File: src/rtl/retire_trace_buffer.sv
// Retire trace buffer: captures WB-stage retirements into a FIFO and streams them to a trace consumer.
// Latency: a record pushed on edge N is on trace_* in cycle N+1; trace_* is driven from storage only, never from retire_*.
// Backpressure: trace_* holds while trace_ready=0; a retire arriving on a full FIFO with no pop is dropped and counted.
//
// Ports:
//   clk, reset                 clock; asynchronous active-high reset
//   retire_valid/pc/instr      WB retirement strobe, PC and instruction word
//   retire_we/waddr/wdata      WB register-file write
//   reg_v0                     current $v0, used to spot the end-of-test syscall
//   trace_valid/ready          head-record handshake to the consumer
//   trace_pc/instr/we/waddr/wdata  head record fields (0 while empty)
//   retire_count               accepted records (wraps)
//   drop_count                 records lost to overflow (saturates)
//   overflow, halted           sticky status flags
module retire_trace_buffer #(
  parameter int DEPTH = 16,
  parameter int DEDUP = 1
) (
  input  logic        clk,
  input  logic        reset,
  input  logic        retire_valid,
  input  logic [31:0] retire_pc,
  input  logic [31:0] retire_instr,
  input  logic        retire_we,
  input  logic [4:0]  retire_waddr,
  input  logic [31:0] retire_wdata,
  input  logic [31:0] reg_v0,
  output logic        trace_valid,
  input  logic        trace_ready,
  output logic [31:0] trace_pc,
  output logic [31:0] trace_instr,
  output logic        trace_we,
  output logic [4:0]  trace_waddr,
  output logic [31:0] trace_wdata,
  output logic [31:0] retire_count,
  output logic [15:0] drop_count,
  output logic        overflow,
  output logic        halted
);

  localparam int AW = $clog2(DEPTH);
  localparam logic [AW:0] LP_FULL = (AW+1)'(DEPTH);

  // Record storage; not reset, since entries are only observed while r_count says they are live.
  logic [31:0] r_pc_mem    [0:DEPTH-1];
  logic [31:0] r_instr_mem [0:DEPTH-1];
  logic        r_we_mem    [0:DEPTH-1];
  logic [4:0]  r_waddr_mem [0:DEPTH-1];
  logic [31:0] r_wdata_mem [0:DEPTH-1];

  logic [AW-1:0] r_wr_ptr;
  logic [AW-1:0] r_rd_ptr;
  logic [AW:0]   r_count;
  logic [31:0]   r_retire_cnt;
  logic [15:0]   r_drop_cnt;
  logic          r_overflow;
  logic          r_halted;
  logic          r_prev_vld;
  logic [31:0]   r_prev_pc;
  logic [31:0]   r_prev_instr;

  logic w_cand;
  logic w_dup;
  logic w_new;
  logic w_full;
  logic w_pop;
  logic w_push;
  logic w_reject;
  logic w_halt;
  logic w_rec_we;

  // Bubbles (instr 0) never reach the trace; nothing is accepted once halted.
  assign w_cand   = retire_valid && (retire_instr != 32'd0) && !r_halted;
  // A stalled WB stage re-presents the same instruction; only the first copy is kept.
  assign w_dup    = (DEDUP != 0) && r_prev_vld &&
                    (retire_pc == r_prev_pc) && (retire_instr == r_prev_instr);
  assign w_new    = w_cand && !w_dup;
  assign w_full   = (r_count == LP_FULL);
  assign w_pop    = trace_valid && trace_ready;
  // At full, a same-cycle pop frees the slot the push lands in.
  assign w_push   = w_new && (!w_full || w_pop);
  assign w_reject = w_new && w_full && !w_pop;
  assign w_halt   = w_new && (retire_instr == 32'h0000000C) && (reg_v0 == 32'h0000000A);
  // $zero writes are architecturally no-ops, so they are recorded as no-write.
  assign w_rec_we = retire_we && (retire_waddr != 5'd0);

  always_ff @(posedge clk) begin
    if (w_push) begin
      r_pc_mem[r_wr_ptr]    <= retire_pc;
      r_instr_mem[r_wr_ptr] <= retire_instr;
      r_we_mem[r_wr_ptr]    <= w_rec_we;
      r_waddr_mem[r_wr_ptr] <= retire_waddr;
      r_wdata_mem[r_wr_ptr] <= w_rec_we ? retire_wdata : 32'd0;
    end
  end

  always_ff @(posedge clk or posedge reset) begin
    if (reset) begin
      r_wr_ptr     <= '0;
      r_rd_ptr     <= '0;
      r_count      <= '0;
      r_retire_cnt <= 32'd0;
      r_drop_cnt   <= 16'd0;
      r_overflow   <= 1'b0;
      r_halted     <= 1'b0;
      r_prev_vld   <= 1'b0;
      r_prev_pc    <= 32'd0;
      r_prev_instr <= 32'd0;
    end else begin
      if (w_push) r_wr_ptr <= r_wr_ptr + 1'b1;
      if (w_pop)  r_rd_ptr <= r_rd_ptr + 1'b1;
      case ({w_push, w_pop})
        2'b10:   r_count <= r_count + 1'b1;
        2'b01:   r_count <= r_count - 1'b1;
        default: ;
      endcase
      if (w_push) begin
        r_retire_cnt <= r_retire_cnt + 32'd1;
        r_prev_vld   <= 1'b1;
        r_prev_pc    <= retire_pc;
        r_prev_instr <= retire_instr;
      end
      if (w_reject) begin
        r_overflow <= 1'b1;
        if (r_drop_cnt != 16'hFFFF) r_drop_cnt <= r_drop_cnt + 16'd1;
      end
      if (w_halt) r_halted <= 1'b1;
    end
  end

  // Head fields are forced to 0 while empty so the stale memory is never visible.
  assign trace_valid  = (r_count != '0);
  assign trace_pc     = trace_valid ? r_pc_mem[r_rd_ptr]    : 32'd0;
  assign trace_instr  = trace_valid ? r_instr_mem[r_rd_ptr] : 32'd0;
  assign trace_we     = trace_valid ? r_we_mem[r_rd_ptr]    : 1'b0;
  assign trace_waddr  = trace_valid ? r_waddr_mem[r_rd_ptr] : 5'd0;
  assign trace_wdata  = trace_valid ? r_wdata_mem[r_rd_ptr] : 32'd0;
  assign retire_count = r_retire_cnt;
  assign drop_count   = r_drop_cnt;
  assign overflow     = r_overflow;
  assign halted       = r_halted;

endmodule

File: config.mk
export PLATFORM = sky130hd
export DESIGN_NAME = retire_trace_buffer
export DESIGN_NICKNAME = d
export VERILOG_FILES = /design/src/rtl/retire_trace_buffer.sv
export SDC_FILE = /design/constraint.sdc
export NUM_CORES = 2
export LEC_CHECK = 0
export CAP_MARGIN = 30
export CORE_ASPECT_RATIO = 0.6
export CORE_MARGIN = 5
export CORE_UTILIZATION = 60
export DETAILED_ROUTE_END_ITERATION = 10
export GPL_TIMING_DRIVEN = 0
export PLACE_DENSITY = 0.79
export SLEW_MARGIN = 0
export SYNTH_ARGS = -nofsm -noshare
export SYNTH_HDL_FRONTEND = slang
export SYNTH_SLANG_ARGS = --single-unit
File: constraint.sdc
create_clock -name clk -period 11.21 [get_ports clk]
set_input_delay 2.242 -clock clk [delete_from_list [all_inputs] [get_ports clk]]
set_output_delay 2.242 -clock clk [all_outputs]
set_load 0.03 [all_outputs]
After elaboration in Yosys (flattened, before gate mapping)
Memories as Yosys holds them, arrays and structs flattened.
Cells that the tools add are included.
{"block": "word_totals", "reg_bits": 128, "latch_bits": 0, "ramBits": 1632, "rom_bits": 0, "input_bits": 138, "wordCells": 60, "mem_count": 5}
{"block": "op_classes", "addsub": 6, "multipliers": 0, "n_div": 0, "n_lt_le_gt_ge": 0, "n_eq_ne": 8, "shifts": 0, "mux": 9, "bitwise_logic": 0, "n_reduce_logical": 22}
{"memory": "r_instr_mem", "words": 16, "width": 32, "read_ports": 1, "rd_clocked_by_memory_dff": 0, "wr": 1, "line": "46", "source": "logic [31:0] r_instr_mem [0:DEPTH-1];"}
{"memory": "r_pc_mem", "words": 16, "width": 32, "read_ports": 1, "rd_clocked_by_memory_dff": 0, "wr": 1, "line": "45", "source": "logic [31:0] r_pc_mem [0:DEPTH-1];"}
{"memory": "r_wdata_mem", "words": 16, "width": 32, "read_ports": 1, "rd_clocked_by_memory_dff": 0, "wr": 1, "line": "49", "source": "logic [31:0] r_wdata_mem [0:DEPTH-1];"}
{"memory": "r_waddr_mem", "words": 16, "width": 5, "read_ports": 1, "rd_clocked_by_memory_dff": 0, "wr": 1, "line": "48", "source": "logic [4:0] r_waddr_mem [0:DEPTH-1];"}
{"memory": "r_we_mem", "words": 16, "width": 1, "read_ports": 1, "rd_clocked_by_memory_dff": 0, "wr": 1, "line": "47", "source": "logic r_we_mem [0:DEPTH-1];"}
{"cell": "$mux 32", "n": 4}
{"cell": "$eq 32x32->1", "n": 2}
{"cell": "$eq 32x4->1 const B", "n": 2}
{"cell": "$add 32x1->32 const B", "n": 1}
{"cell": "$reduce_bool 32->1", "n": 1}
{"cell": "$add 16x1->16 const B", "n": 1}
{"cell": "$ne 16x16->1 const B", "n": 1}
{"cell": "$logic_and 1x1->1", "n": 12}
{"cell": "$pmux 5 s2", "n": 1}
{"cell": "$reduce_bool 5->1", "n": 2}
{"cell": "$add 4x1->4 const B", "n": 2}
{"cell": "$add 5x1->5 const B", "n": 1}
{"cell": "$eq 5x5->1 const B", "n": 1}
{"cell": "$mux 5", "n": 1}
{"cell": "$sub 5x1->5 const B", "n": 1}
{"cell": "$logic_not 1->1", "n": 4}
{"cell": "$mux 1", "n": 3}
{"cell": "$eq 2x1->1 const B", "n": 1}
{"cell": "$eq 2x2->1 const B", "n": 1}
{"cell": "$reduce_and 2->1", "n": 1}
{"cell": "$reduce_bool 2->1", "n": 1}
{"cell": "$logic_or 1x1->1", "n": 1}

Depth between registers and ports, before layout
{"block": "logic_depth", "ltp_word": 8, "mapped_depth": 11, "mapped_depth_nobuf": 11}

Worst setup path after synthesis
No wires, ideal clock.
{"block": "synth_path", "kind": "input port to flip-flop", "from": "input retire_pc[12]", "to": "memory r_instr_mem[7][0] (enable)", "setup_ps": 709, "arrival_time_ps": 10991, "required_time_ps": 10501, "path_slack_ps": -490, "cell_stages": 10, "path_cell_list": "xnor2_1 > nand4_1 > nor2_1 > and4_1 > a21oi_2 > and2_4 > buf_6 > buf_2 > nand2_1 > nor3b_1"}
{"block": "synth_between", "elab_chain_len": 8}
{"element": "start, declared", "line": "22", "source": "input logic [31:0] retire_pc,"}
{"element": "$eq 32x32->1", "line": "76", "source": "(retire_pc == r_prev_pc) && (retire_instr == r_prev_instr);"}
{"element": "$logic_and 1x1->1", "line": "75", "source": "assign w_dup = (DEDUP != 0) && r_prev_vld &&"}
{"element": "$logic_and 1x1->1", "line": "76"}
{"element": "$logic_not 1->1", "line": "77", "source": "assign w_new = w_cand && !w_dup;"}
{"element": "$logic_and 1x1->1", "line": "77"}
{"element": "$logic_and 1x1->1", "line": "81", "source": "assign w_push = w_new && (!w_full || w_pop);"}
{"element": "$mux 1", "line": "88", "source": "if (w_push) begin"}
{"element": "$mux 1 (implied by the code)", "line": "90", "source": "r_instr_mem[r_wr_ptr] <= retire_instr;"}
{"element": "end, declared", "line": "46"}
No other way between the ends.

Worst setup path in the final report
{"block": "layout_path", "from": "input retire_instr[26]", "to": "memory r_wdata_mem[5][11] (enable)"}
{"block": "layout_between", "elab_chain_len": 7}
{"element": "start, declared", "line": "23", "source": "input logic [31:0] retire_instr,"}
{"element": "$eq 32x32->1 / $reduce_bool 32->1 (equally long branches)", "line": "76, 73"}
{"element": "$logic_and 1x1->1 (on tied branches)", "line": "76, 73"}
{"element": "$logic_not 1->1 / $logic_and 1x1->1 (equally long branches)", "line": "77, 73"}
{"element": "$logic_and 1x1->1 *", "line": "77"}
{"element": "$logic_and 1x1->1 *", "line": "81"}
{"element": "$mux 1 *", "line": "88"}
{"element": "$mux 1 *", "line": "93", "source": "r_wdata_mem[r_wr_ptr] <= w_rec_we ? retire_wdata : 32'd0;"}
{"element": "end, declared", "line": "49"}
Mark *: on every way between the ends. The rest lies on a longest branch, timed or not.

==> results.tsv <==
metric	value	unit
synthCells	2958	
clk_latency	0.78	ns
cts.sinks	1760	
die_area	121300	sq um
tightest_slew	1.114	ns
cts_setup_buffers	0	
synth_async_sr_flop_share	0.07273	
drive_gt1_frac	0.2696	
grt_use_total	0.3111	
antenna_found_initial	16	
cp-start-kind	input port	
viasPerCell	6.936	
synth-edff-count	1632	
grt_max_degree	88	
hpwl	111.4	mm
cts_tree	yes	
clkTransAtPathRegs	0.07	ns
first_iter_violations	5730	
ir_worst_vdd	196.9	uV
cp_data_required_time	11.69	ns
first_global_vias	37300	
clock-root-buffer	clkbuf_16	
firstDrtPassIters	6	
max_freq	141.3	MHz
grt_setup_unrepaired	no	
instances_no_fill	5158	
wl_per_cell	36.00	um
critPathKind	in -> reg	
io_buffers	290	
p_switching	6.845	mW
grt_pass1_wl	266.0	mm
die_w	446.3	um
clockPowerShare	0.249	
rows	96	
switching_share	0.3265	
overflow	0	
leakagePower	25.95	nW
p_int	14.12	mW
via_count	35780	
status	finished clean	
maxCapViolations	0	
ant_nets	0	
core	113900	sq um
setup.worst_path.end_class	flip-flop	
gp_congestion	0.8418	
nets	3659	
r2r_slack	6.30	ns
worst-endpoint-arrival	7.56	ns
syn_nets	3107	
seqPwrFrac	0.386	
synth-seq-cells	1760	
dpl.cell_count	4869	
synth_area_leaders	edfxtp_1 (72%), mux4_2 (17%), dfrtp_1 (4.7%)	
fp.dieH	271.8	um
slew-limit-headroom	0.2551	
cp_max_fo	19	
io_pins	291	
skew	0.02176	ns
setup_violations	0	
synth_top_area_share	0.7153	
yosysUniqueCellTypes	53	
fin_setup_tns	0	ns
start_util	0.6017	
ys_seq_area_frac	0.7620	
hold_class	reg -> reg	
post-route-min-period	7.078	ns
cts_resized	0	
drt_wl_total	185.7	mm
htreeDepth	4	
pwr_density_cell	262.3	nW/um^2
synth_top_cell_by_area	edfxtp_1	
p_comb_frac	0.365	
drcViolationCount	0	
ys.flop_type	edfxtp_1	
clk_path_buf_depth	3	
numCtsBuffers	151	
hold_viol	0	
mostFrequentLayoutCells	edfxtp_1 (1632), mux4_2 (510), clkdlybuf4s50_1 (290)	
syn_avg_cell_area	23.16	sq um
slew_violations	0	
fin_crit_sh	0.6314	
synth.cell_area	68520	sq um
hold_buffers	0	
yosys_warnings	0	
final_common_cell	edfxtp_1	
area_growth	16.67	%
-- final timing paths --
check / startpoint / to / depth (start not counted)
worst max register to register: r_prev_pc[7] / r_wdata_mem[5][11] / 16
min in group asynchronous: reset / drop_count[7] / 2
worst min-delay path: overflow / overflow / 1
worst max-delay path: retire_instr[26] / r_wdata_mem[5][11] / 16
max in group asynchronous: reset / r_rd_ptr[3] / 3
worst min register to register: overflow / overflow / 1
-- Yosys cell counts, types with 26 or more instances --
cell / instances
edfxtp_1: 1632
mux4_2: 510
and2_1: 140
dfrtp_1: 128
clkbuf_1: 86
xnor2_1: 60
xor2_1: 51
buf_2: 45
mux2_4: 40
nand3_1: 27
nor4_1: 27
mux2_2: 26
-- cells by family (layout without fill, tap and decap cells) --
logic type	count (synthesis)	in the layout	share of synthesized area
xor gates and xnor gates	112	112	0.01443
DFF	1760	1760	0.7620
and+or+nand+nor	311	311	0.02752
AOI/OAI and AO/OA	23	23	0.002356
muxes	577	577	0.1808
adders and majority gates	11	11	0.002118
buffers and inverters	164	837	0.01074
other	0	8	0
-- sequential cells by signal (all words and copies together) (netlist names), 4 cells and up --
signal / count
drop_count: 16
r_rd_ptr: 4
r_count: 5
r_pc_mem: 512
r_wr_ptr: 4
retire_count: 32
r_instr_mem: 512
r_prev_instr: 32
r_wdata_mem: 512
r_waddr_mem: 80
r_we_mem: 16
r_prev_pc: 32
-- power by group through the flow --
| stage | clock [mW] | combinational, mW | sequential (mW) |
|---|---|---|---|
| final | 5.22 | 7.66 | 8.09 |
| after detailed placement | 0 | 7.51 | 8.19 |
| after global routing | 5.56 | 7.95 | 8.11 |
| after floorplan | 0 | 4.57 | 8.23 |
| after global placement | 0 | 7.10 | 8.33 |
| after CTS | 5.24 | 7.64 | 8.08 |
-- area by class of cell --
type                    count  area (sq um)
well taps                1519          1901
plain buffers             147         671.9
diodes                      8         20.02
fillers                  6450         33930
inverters                  17         68.82
multi-input cells        1034         15630
repair buffers            399          4654
flip-flops and latches   1760         52210
clock inverters            95         858.3
clock buffers             179          3926
-- worst max-delay path, stage by stage --
cell	delay, ns
clkdlybuf4s50_1	1.18
nor4_1	0.20
nand4_1	0.30
o41ai_1	0.13
a21oi_2	0.58
and2_4	0.26
buf_6	0.14
buf_2	0.28
nand2_1	0.24
nor3b_2	0.78
buf_6	0.25
buf_6	0.18
buf_6	0.20
buf_8	0.16
buf_6	0.19
buf_6	0.18
-- metrics by stage --
stage               setup slack (ns)  utilization  total power [mW]  cell area, sq um  hold slack (ns)
floorplan                    -0.4897            -             12.79             68520           0.4343
global placement              -11.70       0.6439             15.43             73320           0.4454
detailed placement             3.650       0.6589             15.70             75030           0.4560
CTS                            4.224       0.7009             20.96             79810           0.4694
global route                   4.094       0.7020             21.63             79940           0.4895
finish                         4.132       0.7020             20.97             79940           0.4721
-- per-layer routing --
metal | vias to the layer above | GRT usage | share of wire
li1 | 13550 | - | -
met1 | 18770 | 0.4340 | 0.35
met2 | 3057 | 0.4892 | 0.49
met3 | 396 | 0.07803 | 0.13
met4 | 6 | 0.1114 | 0.037
met5 | - | 0 | 0.00018
(Power assumes the default switching activity.)
